**config.mk**
```make
export PLATFORM = sky130hd
export DESIGN_NAME = alu_ctrl_fsm_flat
export DESIGN_NICKNAME = d
export VERILOG_FILES = /design/src/rtl/alu_ctrl_pkg.sv /design/src/rtl/alu_ctrl_if.sv /design/src/rtl/ctrl_operand_sel.sv /design/src/rtl/alu_ctrl_fsm.sv /design/src/flat_wrapper.sv
export SDC_FILE = /design/constraint.sdc
export NUM_CORES = 1
export LEC_CHECK = 0
export ABC_AREA = 1
export BUFFER_PORTS_ARGS = -buffer_cell sky130_fd_sc_hd__buf_4
export CAP_MARGIN = 20
export CORE_UTILIZATION = 25
export DETAILED_ROUTE_END_ITERATION = 10
export GPL_ROUTABILITY_DRIVEN = 0
export PLACE_DENSITY_LB_ADDON = 0.3
export SKIP_LAST_GASP = 1
export SLEW_MARGIN = 20
export SYNTH_ARGS = -nofsm -noshare
export SYNTH_HDL_FRONTEND = slang
export SYNTH_HIERARCHICAL = 1
export SYNTH_SLANG_ARGS = --single-unit
```
**constraint.sdc**
```tcl
create_clock -name clk -period 3.4 [get_ports clk]
set_input_delay 0.34 -clock clk [delete_from_list [all_inputs] [get_ports clk]]
set_output_delay 0.34 -clock clk [all_outputs]
set_load 0.02 [all_outputs]
```
**src/rtl/alu_ctrl_pkg.sv**
```systemverilog
// Shared opcode/ALUOP encodings, instruction field positions, FSM state type and decoder.
// Build option ALU_CTRL_SHIFT_EN makes opcodes 8-11 (sll/srl/sra/ror) legal.
package alu_ctrl_pkg;

    localparam logic [7:0] OP_LOADI = 8'd0;
    localparam logic [7:0] OP_MOV   = 8'd1;
    localparam logic [7:0] OP_ADD   = 8'd2;
    localparam logic [7:0] OP_SUB   = 8'd3;
    localparam logic [7:0] OP_AND   = 8'd4;
    localparam logic [7:0] OP_OR    = 8'd5;
    localparam logic [7:0] OP_J     = 8'd6;
    localparam logic [7:0] OP_BEQ   = 8'd7;
    localparam logic [7:0] OP_SLL   = 8'd8;
    localparam logic [7:0] OP_SRL   = 8'd9;
    localparam logic [7:0] OP_SRA   = 8'd10;
    localparam logic [7:0] OP_ROR   = 8'd11;
    localparam logic [7:0] OP_BNE   = 8'd12;

    localparam logic [2:0] ALU_PASS = 3'b000;
    localparam logic [2:0] ALU_ADD  = 3'b001;
    localparam logic [2:0] ALU_AND  = 3'b010;
    localparam logic [2:0] ALU_OR   = 3'b011;
    localparam logic [2:0] ALU_SLL  = 3'b100;
    localparam logic [2:0] ALU_SRL  = 3'b101;
    localparam logic [2:0] ALU_SRA  = 3'b110;
    localparam logic [2:0] ALU_ROR  = 3'b111;

    localparam int F_OP_LO   = 24;
    localparam int F_HI_LO   = 16;  // DEST in low 3 bits, or signed branch offset
    localparam int F_SRC1_LO = 8;
    localparam int F_SRC2_LO = 0;
    localparam int F_IMM_LO  = 0;

    typedef enum logic [1:0] {IDLE, DECODE, EXEC, WB} state_t;

    typedef struct packed {
        logic [2:0] aluop;
        logic       writes;
        logic       cond_br;
        logic       br_on_zero;
        logic       jump;
        logic       illegal;
        logic       long_wait;
    } decode_t;

    function automatic logic [7:0] negate8(input logic [7:0] x);
        return ~x + 8'd1;
    endfunction

    function automatic decode_t decode_op(input logic [7:0] op);
        decode_t d;
        d = '0;
        d.aluop = ALU_PASS;
        case (op)
            OP_LOADI, OP_MOV: d.writes = 1'b1;
            OP_ADD, OP_SUB: begin
                d.aluop = ALU_ADD; d.writes = 1'b1; d.long_wait = 1'b1;
            end
            OP_AND: begin d.aluop = ALU_AND; d.writes = 1'b1; end
            OP_OR:  begin d.aluop = ALU_OR;  d.writes = 1'b1; end
            OP_J:   d.jump = 1'b1;
            OP_BEQ: begin
                d.aluop = ALU_ADD; d.cond_br = 1'b1; d.br_on_zero = 1'b1; d.long_wait = 1'b1;
            end
            OP_BNE: begin
                d.aluop = ALU_ADD; d.cond_br = 1'b1; d.long_wait = 1'b1;
            end
`ifdef ALU_CTRL_SHIFT_EN
            OP_SLL: begin d.aluop = ALU_SLL; d.writes = 1'b1; end
            OP_SRL: begin d.aluop = ALU_SRL; d.writes = 1'b1; end
            OP_SRA: begin d.aluop = ALU_SRA; d.writes = 1'b1; end
            OP_ROR: begin d.aluop = ALU_ROR; d.writes = 1'b1; end
`endif
            default: d.illegal = 1'b1;
        endcase
        return d;
    endfunction

endpackage

```
**src/rtl/alu_ctrl_if.sv**
```systemverilog
// Bundle of fetch handshake, register-file, ALU and writeback/branch signals around the controller.
interface alu_ctrl_if;
    logic        instr_valid;
    logic [31:0] instr;
    logic        instr_ready;
    logic [2:0]  readreg1;
    logic [2:0]  readreg2;
    logic [7:0]  regout1;
    logic [7:0]  regout2;
    logic [2:0]  aluop;
    logic [7:0]  operand1;
    logic [7:0]  operand2;
    logic [7:0]  result;
    logic        zero;
    logic [2:0]  writereg;
    logic [7:0]  writedata;
    logic        writeenable;
    logic        branch;
    logic [7:0]  branch_offset;
    logic        illegal;

    modport master (
        input  instr_valid, instr, regout1, regout2, result, zero,
        output instr_ready, readreg1, readreg2, aluop, operand1, operand2,
               writereg, writedata, writeenable, branch, branch_offset, illegal
    );

    modport slave (
        output instr_valid, instr, regout1, regout2, result, zero,
        input  instr_ready, readreg1, readreg2, aluop, operand1, operand2,
               writereg, writedata, writeenable, branch, branch_offset, illegal
    );
endinterface

```
**src/rtl/ctrl_operand_sel.sv**
```systemverilog
// Combinational ALU operand selection; subtract-style ops get the two's-complement of REGOUT2.
module ctrl_operand_sel
    import alu_ctrl_pkg::*;
(
    input  logic [7:0] op,
    input  logic [7:0] regout1,
    input  logic [7:0] regout2,
    input  logic [7:0] imm,
    output logic [7:0] operand1,
    output logic [7:0] operand2
);
    always_comb begin
        operand1 = regout1;
        operand2 = regout2;
        case (op)
            OP_LOADI: begin operand1 = '0; operand2 = imm; end
            OP_MOV:   operand1 = '0;
            OP_J:     begin operand1 = '0; operand2 = '0; end
            OP_SUB, OP_BEQ, OP_BNE: operand2 = negate8(regout2);
            OP_SLL, OP_SRL, OP_SRA, OP_ROR: operand2 = imm;
            default: ;
        endcase
    end
endmodule

```
**src/rtl/alu_ctrl_fsm.sv**
```systemverilog
// Multi-cycle instruction controller: accept, decode/read regs, hold ALU inputs, one-cycle writeback/branch.
// Shift opcodes are legal only when built with ALU_CTRL_SHIFT_EN (see alu_ctrl_pkg).
module alu_ctrl_fsm
    import alu_ctrl_pkg::*;
#(
    parameter int ADD_WAIT   = 2,
    parameter int LOGIC_WAIT = 1
) (
    input  logic       clk,
    input  logic       rst_n,
    alu_ctrl_if.master bus
);
    localparam logic [7:0] ADD_WAIT_M1   = 8'(ADD_WAIT - 1);
    localparam logic [7:0] LOGIC_WAIT_M1 = 8'(LOGIC_WAIT - 1);

    state_t     state_reg, state_next;
    logic [7:0] op_reg, op_next;
    logic [7:0] hi_reg, hi_next;
    logic [7:0] imm_reg, imm_next;
    logic [7:0] wait_reg, wait_next;
    logic       ready_reg, ready_next;
    logic [2:0] readreg1_reg, readreg1_next;
    logic [2:0] readreg2_reg, readreg2_next;
    logic [2:0] aluop_reg, aluop_next;
    logic [7:0] operand1_reg, operand1_next;
    logic [7:0] operand2_reg, operand2_next;
    logic [2:0] writereg_reg, writereg_next;
    logic [7:0] writedata_reg, writedata_next;
    logic       we_reg, we_next;
    logic       branch_reg, branch_next;
    logic [7:0] boff_reg, boff_next;
    logic       illegal_reg, illegal_next;

    decode_t    dec;
    logic [7:0] sel_op1, sel_op2;
    logic       accept;

    assign dec = decode_op(op_reg);

    ctrl_operand_sel u_operand_sel (
        .op       (op_reg),
        .regout1  (bus.regout1),
        .regout2  (bus.regout2),
        .imm      (imm_reg),
        .operand1 (sel_op1),
        .operand2 (sel_op2)
    );

    assign accept = (state_reg == IDLE) && ready_reg && bus.instr_valid;

    always_comb begin
        state_next     = state_reg;
        op_next        = op_reg;
        hi_next        = hi_reg;
        imm_next       = imm_reg;
        wait_next      = wait_reg;
        readreg1_next  = readreg1_reg;
        readreg2_next  = readreg2_reg;
        aluop_next     = aluop_reg;
        operand1_next  = operand1_reg;
        operand2_next  = operand2_reg;
        writereg_next  = writereg_reg;
        writedata_next = writedata_reg;
        boff_next      = boff_reg;
        we_next        = 1'b0;
        branch_next    = 1'b0;
        illegal_next   = 1'b0;

        case (state_reg)
            IDLE: begin
                if (accept) begin
                    op_next       = bus.instr[F_OP_LO +: 8];
                    hi_next       = bus.instr[F_HI_LO +: 8];
                    imm_next      = bus.instr[F_IMM_LO +: 8];
                    // Read addresses go out during DECODE so REGOUT is valid at the operand edge
                    readreg1_next = bus.instr[F_SRC1_LO +: 3];
                    readreg2_next = bus.instr[F_SRC2_LO +: 3];
                    state_next    = DECODE;
                end
            end
            DECODE: begin
                aluop_next    = dec.aluop;
                operand1_next = sel_op1;
                operand2_next = sel_op2;
                if (dec.jump) begin
                    branch_next = 1'b1;
                    boff_next   = hi_reg;
                    state_next  = WB;
                end else begin
                    wait_next  = dec.long_wait ? ADD_WAIT_M1 : LOGIC_WAIT_M1;
                    state_next = EXEC;
                end
            end
            EXEC: begin
                if (wait_reg == 8'd0) begin
                    state_next = WB;
                    if (dec.illegal) begin
                        illegal_next = 1'b1;
                    end else if (dec.writes) begin
                        we_next        = 1'b1;
                        writereg_next  = hi_reg[2:0];
                        writedata_next = bus.result;
                    end else if (dec.cond_br && (bus.zero == dec.br_on_zero)) begin
                        branch_next = 1'b1;
                        boff_next   = hi_reg;
                    end
                end else begin
                    wait_next = wait_reg - 8'd1;
                end
            end
            WB:      state_next = IDLE;
            default: state_next = IDLE;
        endcase

        ready_next = (state_next == IDLE);
    end

    always_ff @(posedge clk or negedge rst_n) begin
        if (!rst_n) begin
            state_reg     <= IDLE;
            op_reg        <= '0;
            hi_reg        <= '0;
            imm_reg       <= '0;
            wait_reg      <= '0;
            ready_reg     <= 1'b0;
            readreg1_reg  <= '0;
            readreg2_reg  <= '0;
            aluop_reg     <= '0;
            operand1_reg  <= '0;
            operand2_reg  <= '0;
            writereg_reg  <= '0;
            writedata_reg <= '0;
            we_reg        <= 1'b0;
            branch_reg    <= 1'b0;
            boff_reg      <= '0;
            illegal_reg   <= 1'b0;
        end else begin
            state_reg     <= state_next;
            op_reg        <= op_next;
            hi_reg        <= hi_next;
            imm_reg       <= imm_next;
            wait_reg      <= wait_next;
            ready_reg     <= ready_next;
            readreg1_reg  <= readreg1_next;
            readreg2_reg  <= readreg2_next;
            aluop_reg     <= aluop_next;
            operand1_reg  <= operand1_next;
            operand2_reg  <= operand2_next;
            writereg_reg  <= writereg_next;
            writedata_reg <= writedata_next;
            we_reg        <= we_next;
            branch_reg    <= branch_next;
            boff_reg      <= boff_next;
            illegal_reg   <= illegal_next;
        end
    end

    assign bus.instr_ready   = ready_reg;
    assign bus.readreg1      = readreg1_reg;
    assign bus.readreg2      = readreg2_reg;
    assign bus.aluop         = aluop_reg;
    assign bus.operand1      = operand1_reg;
    assign bus.operand2      = operand2_reg;
    assign bus.writereg      = writereg_reg;
    assign bus.writedata     = writedata_reg;
    assign bus.writeenable   = we_reg;
    assign bus.branch        = branch_reg;
    assign bus.branch_offset = boff_reg;
    assign bus.illegal       = illegal_reg;
endmodule

```
**src/flat_wrapper.sv**
```systemverilog
// flat-port wrapper written by rule: the top's interface ports become plain ports
module alu_ctrl_fsm_flat import alu_ctrl_pkg::*;
#(
    parameter int ADD_WAIT   = 2,
    parameter int LOGIC_WAIT = 1
)
  (clk, rst_n, bus_instr_valid, bus_instr, bus_regout1, bus_regout2, bus_result, bus_zero, bus_instr_ready, bus_readreg1, bus_readreg2, bus_aluop, bus_operand1, bus_operand2, bus_writereg, bus_writedata, bus_writeenable, bus_branch, bus_branch_offset, bus_illegal);
  alu_ctrl_if bus_i ();
  input  logic clk;
  input  logic rst_n;
  input wire logic [$bits(bus_i.instr_valid)-1:0] bus_instr_valid;
  input wire logic [$bits(bus_i.instr)-1:0] bus_instr;
  input wire logic [$bits(bus_i.regout1)-1:0] bus_regout1;
  input wire logic [$bits(bus_i.regout2)-1:0] bus_regout2;
  input wire logic [$bits(bus_i.result)-1:0] bus_result;
  input wire logic [$bits(bus_i.zero)-1:0] bus_zero;
  output wire logic [$bits(bus_i.instr_ready)-1:0] bus_instr_ready;
  output wire logic [$bits(bus_i.readreg1)-1:0] bus_readreg1;
  output wire logic [$bits(bus_i.readreg2)-1:0] bus_readreg2;
  output wire logic [$bits(bus_i.aluop)-1:0] bus_aluop;
  output wire logic [$bits(bus_i.operand1)-1:0] bus_operand1;
  output wire logic [$bits(bus_i.operand2)-1:0] bus_operand2;
  output wire logic [$bits(bus_i.writereg)-1:0] bus_writereg;
  output wire logic [$bits(bus_i.writedata)-1:0] bus_writedata;
  output wire logic [$bits(bus_i.writeenable)-1:0] bus_writeenable;
  output wire logic [$bits(bus_i.branch)-1:0] bus_branch;
  output wire logic [$bits(bus_i.branch_offset)-1:0] bus_branch_offset;
  output wire logic [$bits(bus_i.illegal)-1:0] bus_illegal;
  assign bus_i.instr_valid = bus_instr_valid;
  assign bus_i.instr = bus_instr;
  assign bus_i.regout1 = bus_regout1;
  assign bus_i.regout2 = bus_regout2;
  assign bus_i.result = bus_result;
  assign bus_i.zero = bus_zero;
  assign bus_instr_ready = bus_i.instr_ready;
  assign bus_readreg1 = bus_i.readreg1;
  assign bus_readreg2 = bus_i.readreg2;
  assign bus_aluop = bus_i.aluop;
  assign bus_operand1 = bus_i.operand1;
  assign bus_operand2 = bus_i.operand2;
  assign bus_writereg = bus_i.writereg;
  assign bus_writedata = bus_i.writedata;
  assign bus_writeenable = bus_i.writeenable;
  assign bus_branch = bus_i.branch;
  assign bus_branch_offset = bus_i.branch_offset;
  assign bus_illegal = bus_i.illegal;
  alu_ctrl_fsm #(.ADD_WAIT(ADD_WAIT), .LOGIC_WAIT(LOGIC_WAIT)) u_core (.clk(clk), .rst_n(rst_n), .bus(bus_i));
endmodule
```
Yosys cells after proc, flatten, opt, wreduce, memory -nomap -nowiden --
Index checks and enable logic that the tools add are counted.
Storage, ports and cells: register bits after elaboration 82, latch bits 0, bits in writable memories 0, ROM bits 0, input bits 60, output and inout port bits 48, memories 0
Cells by class: add/sub/neg operators 2, multiply operators 0, div/mod/pow operators 0, $lt $le $gt $ge 0, equal/unequal tests 23, shift operators 0, mux-type cells 35, bitwise logic cells 1, reduce and logical (&&, ||, !) cells 19
Operators with widths (number):
- 8-bit 2-to-1 mux | 8
- 8-bit by 4-bit == test with 1-bit output (second input constant) | 5
- 8-bit by 3-bit == test with 1-bit output (second input constant) | 4
- 8-bit case mux with 2 select lines | 2
- 8-bit case mux with 3 select lines | 1
- 1-bit 2-to-1 mux | 19
- 8-bit by 2-bit == test with 1-bit output (second input constant) | 2
- 8-bit logical NOT | 2
- 9-bit OR reduction | 1
- 8-bit by 1-bit adder with 8-bit output (second input constant) | 1
- 8-bit by 1-bit == test with 1-bit output (second input constant) | 1
- 2-bit inequality test (second input constant) | 4
- 8-bit NOT | 1
- 2-bit case mux with 4 select lines | 1
- 8-bit by 1-bit subtractor with 8-bit output (second input constant) | 1
- 2-bit by 1-bit inequality test with 1-bit output (second input constant) | 3
- 2-bit case mux with 3 select lines | 1
- 6-bit AND reduction | 1
- 3-bit OR reduction | 2
- 6-bit OR reduction | 1
- 5-bit OR reduction | 1
- 2-bit == test (second input constant) | 2
- 2-bit logical NOT | 2
- 2-bit 2-to-1 mux | 2
- 10 further kinds | 12

Longest topological paths before layout --
Gate-level depths: netlist of run 1.
word-level depth 9, depth in mapped cells 13, depth with buffers taken out 13

Cells and area by module --
Netlist of run 1, hierarchy kept.
Modules (own cells, without submodules):
- alu_ctrl_fsm | instances 1, cells each 354, area an instance 3343.2 µm², sequential area each 1951.9 µm²
- ctrl_operand_sel | instances 1, cells each 94, area an instance 518.0 µm², sequential area each 0.0 µm²

Worst setup path before layout of run 1 --
Ideal clock, no wire load.
kind flip-flop to flip-flop, from register u_core.state_reg[0], to register u_core.boff_reg[0], in the netlist u_core/bus.branch_offset[0], setup time 117 ps, data arrival time 1501 ps, path slack 1782 ps, cell stages (with the launch flop) 14, path buffers 0, period minus slack after synthesis 1618 ps, cell sequence dfrtp_1 -> inv_1 -> ha_1 -> inv_2 -> nor2_2 -> nand2_2 -> nor2_4 -> nand2_1 -> nor2_2 -> nand2_2 -> nand2_4 -> nand2_4 -> nand2_1 -> nand2_1
Between the ends: longest elaborated chain between the ends 3, elaborated cells on any way between the ends 10, those cells by class eq/ne (7); mux (1); reduce/logical (2)
RTL lines:
- start: declaration | line alu_ctrl_fsm.sv:16 | state_t state_reg, state_next;
- start signal: assignment | line alu_ctrl_fsm.sv:138 | state_reg <= state_next;
- 2-bit == test or 2-bit by 1-bit == test with 1-bit output (tied branches) | line alu_ctrl_fsm.sv:69 | case (state_reg)
- 2-bit inequality test (no source line), or another cell as far along
- 6-bit AND reduction (no source line)
- end signal: assignment | line alu_ctrl_fsm.sv:153 | boff_reg <= boff_next;
- end: declaration | line alu_ctrl_fsm.sv:31 | logic [7:0] boff_reg, boff_next;
Parallel ways exist; a longest one is shown, timed or not. A chain may end at the register's enable or synchronous reset.

Final worst setup path of run 1 --
from register u_core.state_reg[0], to register u_core.wait_reg[6]
Between the ends: longest elaborated chain between the ends 3, elaborated cells on any way between the ends 7, those cells by class eq/ne (4); mux (1); reduce/logical (2)
RTL lines:
- 2-bit == test or 2-bit by 1-bit == test with 1-bit output (tied branches) | line alu_ctrl_fsm.sv:69
- 2-bit inequality test (no source line) or 2-bit nonzero test (tied branches)
- 3-bit AND reduction (no source line)
- end signal: assignment | line alu_ctrl_fsm.sv:142 | wait_reg <= wait_next;
- end: declaration | line alu_ctrl_fsm.sv:20 | logic [7:0] wait_reg, wait_next;
Parallel ways exist; a longest one is shown, timed or not.

==> results of run 1 <==
worst max path at each step:
stage | startpoint | endpoint | cells past startpoint
floorplan | u_core/state_reg[0] | u_core/bus.branch_offset[0] | 13
global placement | u_core/state_reg[0] | u_core/wait_reg[7] | 9
CTS | u_core/state_reg[0] | u_core/wait_reg[6] | 9
global route | u_core/state_reg[0] | u_core/wait_reg[4] | 9
finish | u_core/state_reg[0] | u_core/wait_reg[6] | 9
detailed placement | u_core/state_reg[0] | u_core/wait_reg[6] | 9
kinds of logic after synthesis:
family | share of synthesized area
AND/OR/NAND/NOR | 0.306
flip-flops | 0.506
buffers and inverters | 0.0580
AO/OA/AOI/OAI | 0.0379
multiplexers | 0.0583
adder cells (fa/ha/maj) | 0.0194
XOR/XNOR | 0.0136
other | 0.000971
where the power goes:
part	switching, mW	internal (mW)	total (mW)
Sequential	0.267	1.29	1.56
Combinational	0.953	0.686	1.64
Clock	0.424	0.652	1.08
Total	1.64	2.63	4.27
cells in the final DEF (no fill, tap or decap), drive strengths merged, types with 3 or more instances in the layout:
cell,instances
buf,104
a21oi,11
clkinv,3
o21ai,6
nand2,161
xor2,4
nand3,41
nand3b,3
mux2,20
dfrtp,78
inv,37
clkbuf,9
nor2,54
ha,6
cell type report:
cell class / count / area, um2
clock inverters: 7 / 104
multi-input cells: 320 / 1690
fillers: 1547 / 10000
well taps: 188 / 235
clock buffers: 9 / 225
flip-flops and latches: 78 / 1950
repair buffers: 104 / 785
inverters: 37 / 139
metal layers:
metal / wire length, um / up-vias / share of wire
li1: - / 1616 / -
met4: 111 / 0 / 0.012
met1: 4110 / 1511 / 0.44
met2: 4430 / 108 / 0.48
met5: 0 / - / 0
met3: 622 / 8 / 0.067
metrics by stage:
| step | total power, mW | setup slack (ns) | hold WS (ns) |
|---|---|---|---|
| 3_5_place_dp | 3.23 | 1.07 | 0.460 |
| 2_1_floorplan | 2.65 | 1.78 | 0.0444 |
| 3_3_place_gp | 3.18 | 1.12 | 0.455 |
| 5_1_grt | 4.59 | 0.807 | 0.112 |
| 4_1_cts | 4.33 | 1.06 | 0.173 |
| 6_report | 4.27 | 1.03 | 0.0490 |
==> flow_summary.yaml, run 1 <==
global_routing:
  antenna_found_initial: 0
  grt_pass1_wl_um: 15500
  grt_pass1_vias: 3148
  grt_use_total: 0.126
  grt-ovfl-total: 0
  busiest_layer: "met2"
  grt_use_met3: 0.0442
  use_met2: 0.209
  grt_max_degree: 79
  met1_usage: 0.153
logic_synthesis:
  syn_nets: 514
  ys_ff_latch: 78
  post_synth_most_frequent_cells: "nand2_1 (156), dfrtp_1 (78), nand3_1 (39)"
  synth_top_area_frac: 0.506
  syn_area_per_cell_um2: 8.62
  synth-edff-count: 0
  syn_inst: 448
  netlist_area_um2: 3860
  netlist-cell-type-count: 38
  synth_most_common_cell: "nand2_1"
  yosys-top-cells-area: "dfrtp_1 (51%), nand2_1 (15%), mux2_2 (5.8%)"
  synthArstFlopShare: 1.00
  synth_top_area_cell: "dfrtp_1"
  ys_seq_area_frac: 0.506
  ys.flop_type: "dfrtp_1"
  ys_warn_count: 6
worst_setup_path:
  cp_top_family: "simple AND/OR/NAND/NOR gates"
  critPathArrivalTime_ns: 2.61
  cp_slowest_stage_delay_ns: 0.57
  cp-end-kind: "register"
  reg2reg_depth: 9
  reg2reg_slack_ns: 1.03
  slowest_stage: "nor2_1"
  cp_data_required_time_ns: 3.64
  worstPathCellList: "ha_1 -> buf_4 -> clkinv_1 -> buf_4 -> nor2_1 -> nor2_1 -> inv_1 -> nand2_1 -> nand2_1"
  path_buf_inv: 4
  reg2reg_to: "u_core/wait_reg[6]"
  start_kind: "register"
  timing.rr.start: "u_core/state_reg[0]"
  path_class: "register to register"
  crit_fanout: 22
floorplanning:
  die_w_um: 126
  coreArea_um2: 15100
  num_rows: 45
  die_area_um2: 15900
  ios: 108
  start_util: 0.255
  die_y_um: 126
finish:
  syn_to_final_growth_pct: 32.9
  drive_gt1_frac: 0.308
  layout.cells.non_filler: 743
  diodes: 0
  final_area_um2: 5130
  post-route-util: 0.339
  nNetsFinal: 616
hold_path:
  holdCritPathClass: "input pin to asynchronous set/reset pin"
routing:
  drtIter0Drc: 157
  drt-wirelength-per-cell_um: 12.5
  drcViolationCount: 0
  finalWirelength_um: 9280
  drtPass1Iterations: 5
  vias: 3243
  detail_route.vias_per_cell: 4.36
  drtAntennaViolNets: 0
clock_tree:
  cts_tree: "done"
  cts_buffers: 9
  htreeDepth: 3
  cts_resized: 0
  root_buffer: "clkbuf_16"
  cts_hold_buffers: 0
  clock_latency_ns: 0.34
  cts.sinks: 78
  cts_setup_buffers: 0
  cts.path.max_buffers: 2
  path_clk_slew_ns: 0.07
placement:
  dp_cells: 727
  dp_hpwl_um: 6450
  place_area_um2: 4800
  port_buffers: 101
pwr:
  powerDensity_nw_per_um2: 833
  ir_drop_uv: 288
  p_leak_nw: 2.60
timing:
  fin_tns_setup_ns: 0
  finalHoldViolCount: 0
  slew-limit-headroom: 0.414
  fmaxAchievable_ghz: 0.422
  rsz0062_at_grt: "false"
  setup_viol: 0
  tightest_slew_ns: 0.878
  fin_crit_sh: 0.697
  fin_skew_ns: 0.00923
  fin_crit_ns: 2.37
  slew_viol_final: 0
job:
  max-cap-violations: 0
outcome:
  status: "finished clean"
(Power assumes the default switching activity.)
==> run 2: changes to the inputs <==
==> constraint.sdc (replaced) <==
create_clock -name clk -period 2.2 [get_ports clk]
set_input_delay 0.22 -clock clk [delete_from_list [all_inputs] [get_ports clk]]
set_output_delay 0.22 -clock clk [all_outputs]
set_load 0.02 [all_outputs]
==> flow_summary.yaml, run 2 (synthesis results as in run 1) <==
outcome:
  status: "finished clean"
routing:
  finalWirelength_um: 9310
  detail_route.vias_per_cell: 4.35
  drcViolationCount: 0
  drtIter0Drc: 138
  vias: 3247
  drtPass1Iterations: 4
  drtAntennaViolNets: 0
  drt-wirelength-per-cell_um: 12.5
worst_setup_path:
  cp_data_required_time_ns: 2.48
  critPathArrivalTime_ns: 2.18
  worstPathCellList: "inv_1 -> ha_1 -> inv_2 -> nor2_2 -> nand2_2 -> nor2_4 -> nand3_1 -> inv_1 -> nand2_1 -> nand2_1"
  path_buf_inv: 3
  path_class: "register to register"
  crit_fanout: 12
  crit_start: "u_core/state_reg[0]"
  slowest_stage: "dfrtp_1"
  cp-end-kind: "register"
  cp_top_family: "simple AND/OR/NAND/NOR gates"
  start_kind: "register"
  cp_slowest_stage_delay_ns: 0.40
  worst-path-stages: 10
  timing.rr.start: "u_core/state_reg[0]"
  reg2reg_depth: 10
  reg2reg_slack_ns: 0.30
job:
  max-cap-violations: 0
timing:
  fin_skew_ns: 0.00439
  rsz0062_at_grt: "false"
  fmaxAchievable_ghz: 0.528
  tightest_slew_ns: 0.621
  fin_tns_setup_ns: 0
  fin_crit_sh: 0.861
  setup_slack_ns: 0.305
  slew_viol_final: 0
  slew-limit-headroom: 0.586
  setup_viol: 0
  hold-worst-slack_ns: 0.0715
  finalHoldViolCount: 0
  fin_crit_ns: 1.90
pwr:
  ir_drop_uv: 476
  powerDensity_nw_per_um2: 1250
  p_leak_nw: 2.61
hold_path:
  worstHoldStart: "bus_result[6]"
  holdCritPathClass: "input pin to register"
  holdPathStages: 3
global_routing:
  grt_pass1_vias: 3263
  grt_pass1_wl_um: 15700
  grt_use_total: 0.127
  grt-ovfl-total: 0
  antenna_found_initial: 0
  grt_max_degree: 44
clock_tree:
  cts_buffers: 9
  cts_setup_buffers: 0
  cts_tree: "done"
  cts.path.max_buffers: 2
  root_buffer: "clkbuf_16"
  cts.sinks: 78
  clock_latency_ns: 0.34
  htreeDepth: 3
  path_clk_slew_ns: 0.06
floorplanning:
  die_w_um: 126
  start_util: 0.255
  die_y_um: 126
  coreArea_um2: 15100
  ios: 108
  die_area_um2: 15900
  num_rows: 45
placement:
  post-place-ws_ns: 0.261
  dp_cells: 730
  port_buffers: 101
  dp_hpwl_um: 6700
finish:
  final_cell_mix: "nand2_1 (156), buf_4 (105), dfrtp_1 (78)"
  diodes: 0
  post-route-util: 0.340
  layout.cells.non_filler: 747
  n_fill_cell: 1551
  syn_to_final_growth_pct: 33.2
  layout_commonest_cell: "nand2_1"
  drive_gt1_frac: 0.309
  nNetsFinal: 620
[run 2: final timing paths]
kind                                           end
max                        u_core/bus.writedata[3]
min                        u_core/bus.writedata[6]
max reg2reg                u_core/bus.writedata[3]
min reg2reg                 u_core/bus.operand1[1]
max in group asynchronous        u_core/imm_reg[3]
min in group asynchronous   u_core/bus.operand2[0]
[run 2: worst min-delay path: stages]
cell and delay (ns):
buf_4 0.08, nand2_1 0.04, nand2_1 0.04
[run 2: per-stage QoR]
| step | instance area, um2 | power [mW] |
|---|---|---|
| after global routing | 5140 | 6.95 |
| after detailed placement | 4840 | 5.02 |
| after global placement | 4840 | 4.96 |
| after CTS | 5140 | 6.55 |
| final | 5140 | 6.45 |
| after floorplan | 3860 | 4.09 |
[run 2: power breakdown]
group,internal [mW],switching [mW]
logic,1.10,1.46
registers,1.99,0.424
clock network,0.876,0.595
total,3.97,2.48
[run 2: timing repair]
action                    in CTS  in global routing
hold buffers                   1                  0
hold endpoints to repair      35                  0
resized for setup              0                  0
[run 2: area by class of cell]
type | count | area [um2] | area share
flip-flops and latches | 78 | 1950 | 0.379
multi-input cells | 320 | 1690 | 0.329
repair buffers | 108 | 838 | 0.163
well taps | 188 | 235 | 0.0457
clock buffers | 10 | 229 | 0.0445
inverters | 37 | 139 | 0.0270
clock inverters | 6 | 61.3 | 0.0119
[run 2: routing by layer]
metal / share of wire / vias to the layer above / GRT usage
li1: - / 1618 / -
met1: 0.42 / 1539 / 0.144
met2: 0.50 / 80 / 0.223
met3: 0.058 / 10 / 0.0438
met4: 0.013 / 0 / 0.0439
met5: 0 / - / 0
